==> src/rtl/mio_bus_ctrl.sv <==
// mio_bus_ctrl: CPU data-port controller running request/ack transactions on RAM or IO bus, with timeout and alignment checks.
// Defining MIO_READ_BUF_EN adds a one-entry RAM read buffer that lets repeated loads skip the bus.
module mio_bus_ctrl #(
   parameter logic [31:0] IO_BASE = 32'hE000_0000,
   parameter int          TIMEOUT = 16,
   parameter int          TO_W    = 5
) (
   input  logic        clk,
   input  logic        reset,
   input  logic        cpu_req,
   input  logic        cpu_we,
   input  logic [31:0] cpu_addr,
   input  logic [31:0] cpu_wdata,
   output logic [31:0] cpu_rdata,
   output logic        cpu_ready,
   output logic        mem_req,
   output logic        mem_we,
   output logic [31:0] mem_addr,
   output logic [31:0] mem_wdata,
   input  logic [31:0] mem_rdata,
   input  logic        mem_ack,
   output logic        io_req,
   output logic        io_we,
   output logic [31:0] io_addr,
   output logic [31:0] io_wdata,
   input  logic [31:0] io_rdata,
   input  logic        io_ack,
   output logic        bus_err
);
   typedef enum logic [1:0] {IDLE, RAM, IO, DONE} stateType;
   stateType state;
   logic [TO_W-1:0] waitCnt;
   logic aligned, toIo, ack, curWe, timedOut, bufHit;
   logic [31:0] rdata, bufData;
   assign aligned   = cpu_addr[1:0] == 2'b00;
   assign toIo      = cpu_addr >= IO_BASE;
   assign ack       = state == RAM ? mem_ack : (state == IO) & io_ack;
   assign rdata     = state == IO ? io_rdata : mem_rdata;
   assign curWe     = state == IO ? io_we : mem_we;
   assign timedOut  = waitCnt == TO_W'(TIMEOUT - 1);
   assign cpu_ready = (state == IDLE & ~cpu_req) | (state == DONE);
`ifdef MIO_READ_BUF_EN
   logic        bufValid;
   logic [31:0] bufTag;
   assign bufHit = bufValid & bufTag == cpu_addr & aligned & ~toIo & ~cpu_we;
   // Any store invalidates, so the buffer can never return data older than a write.
   always_ff @(posedge clk) begin
      if (reset) begin
         bufValid <= 1'b0;
         bufTag   <= 32'h0;
         bufData  <= 32'h0;
      end else if (state == IDLE && cpu_req && cpu_we) begin
         bufValid <= 1'b0;
      end else if (state == RAM && mem_ack && !mem_we) begin
         bufValid <= 1'b1;
         bufTag   <= mem_addr;
         bufData  <= mem_rdata;
      end
   end
`else
   assign bufHit  = 1'b0;
   assign bufData = 32'h0;
`endif
   always_ff @(posedge clk) begin
      if (reset) begin
         state     <= IDLE;
         waitCnt   <= '0;
         cpu_rdata <= 32'h0;
         bus_err   <= 1'b0;
         mem_req   <= 1'b0;
         mem_we    <= 1'b0;
         mem_addr  <= 32'h0;
         mem_wdata <= 32'h0;
         io_req    <= 1'b0;
         io_we     <= 1'b0;
         io_addr   <= 32'h0;
         io_wdata  <= 32'h0;
      end else begin
         case (state)
            IDLE: if (cpu_req) begin
               if (!aligned) begin
                  state     <= DONE;
                  cpu_rdata <= 32'h0;
                  bus_err   <= 1'b1;
               end else if (bufHit) begin
                  state     <= DONE;
                  cpu_rdata <= bufData;
               end else if (toIo) begin
                  state    <= IO;
                  waitCnt  <= '0;
                  io_req   <= 1'b1;
                  io_we    <= cpu_we;
                  io_addr  <= cpu_addr;
                  io_wdata <= cpu_wdata;
               end else begin
                  state     <= RAM;
                  waitCnt   <= '0;
                  mem_req   <= 1'b1;
                  mem_we    <= cpu_we;
                  mem_addr  <= cpu_addr;
                  mem_wdata <= cpu_wdata;
               end
            end
            RAM, IO: if (ack) begin
               state   <= DONE;
               mem_req <= 1'b0;
               io_req  <= 1'b0;
               if (!curWe) cpu_rdata <= rdata;
            end else if (timedOut) begin
               state     <= DONE;
               mem_req   <= 1'b0;
               io_req    <= 1'b0;
               cpu_rdata <= 32'hDEAD_BEEF;
               bus_err   <= 1'b1;
            end else begin
               waitCnt <= waitCnt + 1'b1;
            end
            DONE: state <= IDLE;
         endcase
      end
   end
endmodule

==> config.mk <==
export PLATFORM = sky130hd
export DESIGN_NAME = mio_bus_ctrl
export DESIGN_NICKNAME = d
export VERILOG_FILES = /design/src/rtl/mio_bus_ctrl.sv
export SDC_FILE = /design/constraint.sdc
export NUM_CORES = 1
export LEC_CHECK = 0
export CORE_MARGIN = 1
export CORE_UTILIZATION = 38
export DETAILED_ROUTE_END_ITERATION = 10
export PLACE_DENSITY = 0.75
export SETUP_SLACK_MARGIN = 0.02
export SYNTH_ARGS = -nofsm -noshare
export SYNTH_HDL_FRONTEND = slang
export SYNTH_SLANG_ARGS = --single-unit
==> constraint.sdc <==
create_clock -name clk -period 1.8 [get_ports clk]
set_input_delay 0.27 -clock clk [delete_from_list [all_inputs] [get_ports clk]]
set_output_delay 0.27 -clock clk [all_outputs]
set_load 0.03 [all_outputs]
======== Word-level counts from Yosys, hierarchy flattened ========
Index checks and enable logic that the tools add are counted.
cells by class
  eq/ne operators ......................... 14
  reduce and logical (&&, ||, !) cells .... 12
  order comparisons ....................... 1
  muxes and demuxes ....................... 35
  add/sub/neg operators ................... 1
  bitwise gates (word level) .............. 5
operators with widths
  cell                    count
  $mux W32                6
  $pmux W32 S2            1
  $ge A32 B32 Y1 const B  1
  $reduce_and A5 Y1       5
  $mux W5                 4
  $ne A2 B2 Y1 const B    8
  $mux W1                 14
  $mux W2                 5
  $pmux W5 S2             1
  $reduce_and A4 Y1       2
  $ne A3 B3 Y1 const B    2
  $pmux W1 S2             3
  $pmux W2 S3             1
  $add A5 B1 Y5 const B   1
  $eq A5 B4 Y1 const B    1
  $eq A2 B2 Y1 const B    2
  $logic_not A2 Y1        2
  $and A1 B1 Y1           2
  $eq A2 B1 Y1 const B    1
  $not A1 Y1              2
  $reduce_and A2 Y1       1
  $reduce_bool A2 Y1      1
  $reduce_or A2 Y1        1
  $or A1 B1 Y1            1
word-level totals
  flip-flop bits (word level) ............. 172
  bits of input ports ..................... 134
  word-level logic and storage cells ...... 80

======== Logic depth before layout (Yosys ltp) ========
  word-level depth ........................ 5
  gate-level depth with buffers ........... 9
  depth with buffers taken out ............ 7

======== Worst setup path before layout ========
No wires, ideal clock.
  kind .................................... register to register
  start ................................... reg state[0]
  end ..................................... reg waitCnt[2]
  stages on the path, launching flop included .. 8
  setup slack ............................. -98 ps
  setup time .............................. 70 ps
  data arrival time ....................... 1828 ps
  data required time ...................... 1730 ps
  buffers on the path ..................... 1
  cells stage by stage .................... dfxtp_1 -> inv_1 -> ha_1 -> buf_6 -> and3b_4 -> o31a_1 -> or4_1 -> a21oi_1
between the ends
  word-level cells in the longest chain between the ends .. 5
RTL lines
  element                      line    source
  start: declaration           31      stateType state;
  start signal: assignment     66      state <= IDLE;
  start signal: assignment     82      state <= DONE;
  start signal: assignment     86      state <= DONE;
  $eq A2 B2 Y1                 37, 79
  $and A1 B1 Y1                37      assign ack = state == RAM ? mem_ack : (state == IO) & io_ack;
  $mux W1                      37
  $ne A2 B2 Y1 (no line)       n/a
  $reduce_and A5 Y1 (no line)  n/a
  end signal: assignment       116     waitCnt <= waitCnt + 1'b1;
  end: declaration             32      logic [TO_W-1:0] waitCnt;
Parallel ways exist; a longest one is shown, timed or not.
A chain may end at the register's enable or synchronous reset.

======== Worst setup path in the final report ========
Same ends and word-level chain as after synthesis.

==> results.toml <==
[timing]
min_period_over_period_pct = 103.0
skew_ns = 0.008976
final-hold-violation-count = 0
report.final.slew_viol_count = 0
min_period_ns = 1.854
finalSetupViolCount = 2
fmax_mhz = 539.5
slew-limit-headroom_pct = 65.83
tightest_slew_ns = 0.5126
fin_ws_ns = -0.05371
grt_setup_unrepaired = "yes"

[drt]
drtIter0Drc = 404
firstDrtPassIters = 5
via_per_inst = 5.045
drc_errors = 0
post_drt_wl_per_cell_um = 16.12
wl_mm = 22.06
vias = 6907
ant_nets = 0

[job]
maxCapViolCount = 0

[synth]
syn_area_um2 = 6912
synth_edf_count = 0
yosys_most_used_dff = "dfxtp_1"
synth.most_common_cell = "nand2_1"
yosysTopAreaCell = "dfxtp_1"
syn-mean-instance-area_um2 = 8.347
syn-num-nets = 968
syn-instance-count = 828
synth_top_area_share_pct = 49.82
synth-async-reset-ratio_pct = 0
synth.top_cells.by_area = "dfxtp_1, nand2_1, a21oi_1, mux2i_1, mux2_2"
yosys_warnings = 0
ys_seq_area_share_pct = 49.82
synth_cell_types = 42
ys_ff_latch = 172
synth_common_cells = "nand2_1, dfxtp_1, a21oi_1"

[setup_path]
slowest_delay_ns = 0.52
worst_ep_arrival_time_ns = 2.20
required_ns = 2.15
path_max_fanout = 4
criticalPathCategory = "reg2reg"
critPathSlowestCell = "or4_4"
crit_family = "simple AND/OR/NAND/NOR gates"
critPathCaptureType = "flop"
path_buf_inv = 1
path_cells = "inv_4, ha_4, and3b_4, o31a_1, or4_4, a21oi_2"
worstSetupStartpointType = "flop"

[clock_network]
clockBufferDepth = 2
cts_made_buffers = 17
cts_tree = "built"
cts.clk_slew.worst_paths_ns = 0.07
insertion_delay_ns = 0.42
h-tree-depth = 4
cts-root-buf = "clkbuf_16"
clock-sinks = 172

[layout]
diodes = 0
fin_cells = 1369
utilization_pct = 65.06
nNetsFinal = 1271
fillers = 1452
area_growth_syn_to_layout_pct = 65.08
final_layout_size_suffix_gt1_share_pct = 13.90

[global_routing]
grt_use_met3_pct = 7.074
grt_max_degree = 82
grt.busiest_layer = "met2"
gr-usage-all-layers_pct = 22.50
met2_usage_pct = 38.55
grt_use_met1_pct = 25.95
grt_pass1_wl_mm = 32.91
grt.overflow.total = 0
antenna_found_initial = 0
first_global_vias = 6567

[floorplanning]
core.rowCount = 48
io-pin-count = 300
fp.dieW_um = 136.9
initial_core_util_pct = 39.41
die_area_um2 = 18730
core_um2 = 17540
die_y_um = 136.9

[placed_design]
place_inst = 1328
port-buffer-count = 299
place.gp.congestion = 0.7814
hpwl_mm = 14.73

[power]
vdd_drop_max_uv = 729.4
p_leak_nw = 4.325
power_density_nw_per_um2 = 1164

[status]
status = "complete, but fails checks"
violations = "setup timing"

[min_path]
hold_path_class = "in2reg"
-- cells by family after synthesis --
family / count (synthesis) / synth area share (%)
flops: 172 / 49.82
compound gates: 199 / 16.69
buf+inv: 74 / 4.616
simple gates: 320 / 19.08
mux: 57 / 8.707
fa+ha+maj: 6 / 1.086
-- metal layers --
layer | wire length [um] | share of wire (%)
met5 | 0 | 0
met1 | 8873 | 40
met2 | 10840 | 49
met3 | 1789 | 8.1
met4 | 558 | 2.5
-- cell usage in the layout, fill, tap and decap left out, types with 3 or more instances in the layout --
master           synthesis  layout
buf_4                    0      33
a211oi_2                 0       3
mux2i_1                 32      32
a21oi_1                138     135
dlymetal6s2s_1           0      18
a21oi_2                  0       3
buf_12                   0      13
ha_4                     0       5
and3_1                   6       4
clkdlybuf4s50_1          0     278
inv_1                    5       3
or3_1                    4       3
clkinv_2                 0       3
dfxtp_1                172     168
a211oi_1                 8       5
o31ai_4                  0       5
buf_6                    3       6
inv_6                    0       5
o31ai_2                  0       4
clkbuf_16                0      19
nand4_1                 10      10
mux2_2                  25      25
nand2_1                272     272
a311oi_1                 4       4
nor2_1                  13      12
o211ai_1                24      24
-- state kept, by name, summed over array words and instances, names as in the netlist --
register / flops
mem_addr: 32
bus_err: 1
waitCnt: 5
mem_req: 1
mem_wdata: 32
io_req: 1
mem_we: 1
io_wdata: 32
cpu_rdata: 32
io_we: 1
io_addr: 32
state: 2
-- where the power goes --
| group | switching (mW) | internal [mW] |
|---|---|---|
| clock | 1.60 | 2.01 |
| combinational | 2.83 | 2.43 |
| sequential | 0.224 | 4.19 |
-- layout make-up --
class / instances / area [um^2] / share of cell area, %
Sequential cell: 172 / 3453 / 30.27
Multi-Input combinational cell: 582 / 3420 / 29.97
Clock inverter: 13 / 127.6 / 1.119
Inverter: 7 / 32.53 / 0.2851
Timing Repair Buffer: 351 / 3642 / 31.92
Tap cell: 225 / 281.5 / 2.467
Clock buffer: 19 / 452.9 / 3.970
-- per-stage QoR --
| stage | worst slack [ns] | total power [mW] | hold slack (ns) | TNS, ns | area, um^2 |
|---|---|---|---|---|---|
| floorplan | -0.07212 | 7.318 | 0.4060 | -0.07837 | 6950 |
| global placement | -0.2461 | 9.192 | 0.4402 | -12.62 | 10390 |
| detailed placement | -0.2688 | 9.238 | 0.4457 | -13.26 | 10390 |
| CTS | 0.003862 | 13.02 | 0.1798 | 0 | 11100 |
| global route | -0.1222 | 13.92 | 0.1995 | -1.907 | 11410 |
| finish | -0.05371 | 13.28 | 0.1960 | -0.07688 | 11410 |
-- what timing repair did --
item,in CTS,in global routing
gates resized for setup,23,58
endpoints found under the setup margin,43,83
cloned,0,2
hold buffers,0,0
buffers inserted,5,2
pin swaps,8,13
-- worst paths after layout --
check	startpoint	end	slack, ns	depth (start not counted)
setup reg to reg	state[0]$_SDFFE_PP0P_	waitCnt[2]$_SDFFE_PP0P_	-0.05	6
setup / recovery	state[0]$_SDFFE_PP0P_	waitCnt[2]$_SDFFE_PP0P_	-0.05	6
hold / removal	reset	mem_addr[9]$_SDFFE_PP0P_	0.20	2
hold reg to reg	io_addr[8]$_SDFFE_PP0P_	io_addr[8]$_SDFFE_PP0P_	0.45	2
Note: power is estimated with default switching activity, not from simulation.
==> variant, RTL diff (same settings) <==
Set the parameter `TO_W` to 10 (it was 5).
--- a/src/rtl/mio_bus_ctrl.sv
+++ b/src/rtl/mio_bus_ctrl.sv
@@ -3,7 +3,7 @@
 module mio_bus_ctrl #(
    parameter logic [31:0] IO_BASE = 32'hE000_0000,
    parameter int          TIMEOUT = 16,
-   parameter int          TO_W    = 5
+   parameter int          TO_W    = 10
 ) (
    input  logic        clk,
    input  logic        reset,
Function: not settled (the Yosys comparison gave no result); the edit may change what the design does.
==> variant against the original RTL <==
Worst setup slack worse by 0.081 ns; clock power is 3% higher; final area is 2.6% higher; utilization is 1.7 points higher; total power is 3.3% higher; area after synthesis is 0.16% higher; critical path type unchanged; wire length is 7.7% higher; largest power group unchanged; the flow still finishes with violations (negative setup slack); sequential cell count is 5 higher.
==> variant: results (changes against the original RTL) <==
The met3 track demand over resource in global routing is 7.33% (+0.26 points). The vias after detailed routing is 7279 (+5.4%). The met1 demand-to-capacity share in global routing came out at 29.8% (+3.8 points). The number of buffer cells added on primary ports is 299 (unchanged). The worst hold slack after final layout is 0.235 ns (+0.0395 ns). For hold timing, the worst endpoint is mem_wdata[26]. The count of cells along the worst register-to-register path is 8 (+2). The proportion of power drawn by combinational gates came to 40.1% (+0.5 points). The number of instances in the placed design is 1382 (+4.1%). The final-layout fill cell count is 1434 (-1.2%). The share of final-layout standard cells stronger than drive strength 1 came out at 12.6% (-1.3 points).

The final net count came out at 1336 (+5.1%). The highest net fanout along the worst path is 8 (+4). The average via count per standard cell came to 5.07 (+0.54%). The DRC marker count from the first detailed-route iteration came out at 368 (-8.9%). The sequential share of the synthesized area came out at 51.2% (+1.4 points).

The number of global-route vias before repair is 6843 (+4.2%). The net switching fraction of the power came out at 35.1% (+0.055 points). The accumulated negative setup slack is -2.23 ns (-2.15 ns). The clock share of power is 27.2% (about the same). The endpoint of the lowest-slack register-to-register path is cpu_rdata[4]. The detailed-routed wire length on met3 is 1790 µm (-0.11%). The worst-case headroom to the max-slew limit is 73.8% (+7.9 points). The met2 track demand over resource is 42.5% (+3.9 points).

The total leakage power is 4.27 nW (-1.2%). The net count of the mapped netlist is 1012 (+4.5%). The sum of internal, switching and leakage power is 0.0137 W (+3.3%). The count of TritonRoute iterations in the first routing pass came to 5 (unchanged). The count of endpoints failing setup in the final report came out at 35 (+33). The pre-CTS setup slack came to -0.220 ns (+0.0491 ns).

The worst-case clock skew is 0.00944 ns (+0.000469 ns). The routability congestion estimate from global placement is 0.811 (+3.8%). The overall global routing resource usage is 25.1% (+2.6 points).

The synthesized area per cell came out at 7.93 µm² (-5.0%). The largest net degree at the start of global routing was 59 (-28%). The arrival time of data at the critical path endpoint is 2.30 ns (+0.10 ns).

The final reports fail on negative setup slack. The smallest setup slack after layout is -0.134 ns (-0.0807 ns). The total wire length after detailed routing is 23800 µm (+7.7%). The footprint of the multi-input gates came out at 0.00341 mm² (-0.29%). The number of clock buffers inserted by TritonCTS came out at 17 (unchanged).

The total length of routed met2 wires is 11800 µm (+8.6%). The distinct cell type count of the synthesized netlist is 39 (-7.1%). Ranked by total cell area, the synthesized netlist is headed by sky130_fd_sc_hd__dfxtp_1 51%, sky130_fd_sc_hd__nand2_1 17%, sky130_fd_sc_hd__a21oi_1 12%, sky130_fd_sc_hd__mux2i_1 4.6%, sky130_fd_sc_hd__clkbuf_1 2.2%.

The first-pass GRT wire length came out at 36000 µm (+9.5%). The flow ran to the end, but the final reports show violations. The length of routed wiring on met1 came out at 9590 µm (+8.1%). In the synthesized netlist, the cells that appear most often are 307 x sky130_fd_sc_hd__nand2_1, 177 x sky130_fd_sc_hd__dfxtp_1, 161 x sky130_fd_sc_hd__a21oi_1, 41 x sky130_fd_sc_hd__clkbuf_1, 32 x sky130_fd_sc_hd__mux2i_1. The cell area after placement is 0.0105 mm² (+1.1%).

The peak ir drop on the vdd network came out at 0.00109 V (+49%). The half-perimeter wire length after detailed placement is 15600 µm (+5.8%).
variant: kinds of logic after synthesis:
group                    synth area share [%]
flip-flops                               51.2
buffers and inverters                    4.08
adder cells (fa/ha/maj)                 0.904
AO/OA/AOI/OAI                            14.0
XOR/XNOR                                0.633
AND/OR/NAND/NOR                          24.4
multiplexers                             4.79
variant: critical path, cell delays in order (launching register included):
cell and delay, ns:
sky130_fd_sc_hd__dfxtp_4 0.38, sky130_fd_sc_hd__inv_4 0.05, sky130_fd_sc_hd__ha_4 0.17, sky130_fd_sc_hd__and3b_2 0.23, sky130_fd_sc_hd__o211ai_4 0.27, sky130_fd_sc_hd__buf_6 0.15
sky130_fd_sc_hd__o211ai_4 0.11, sky130_fd_sc_hd__or3_4 0.39, sky130_fd_sc_hd__a21oi_2 0.12
variant: repair_timing:
item | 4_1_cts | 5_1_grt
pin swaps | 24 | 20
endpoints found under the hold margin | 0 | 0
setup buffers | 12 | 4
resized for setup | 48 | 42
cloned | 5 | 1
setup endpoints to repair | 162 | 97
variant: worst max path at each step:
stage,start,end,cells after the start
floorplan,state[0],cpu_rdata[17],9
global placement,cpu_addr[1],waitCnt[7],6
detailed placement,cpu_addr[1],mem_addr[29],7
CTS,state[0],waitCnt[7],8
global route,state[0],waitCnt[7],9
finish,state[0],cpu_rdata[4],8
variant: area by class of cell:
class / count / area share [%]
Clock buffer: 19 / 3.78
Clock inverter: 13 / 1.26
Inverter: 3 / 0.139
Multi-Input combinational cell: 631 / 29.1
Sequential cell: 177 / 30.3
Tap cell: 225 / 2.40
Timing Repair Buffer: 367 / 33.0
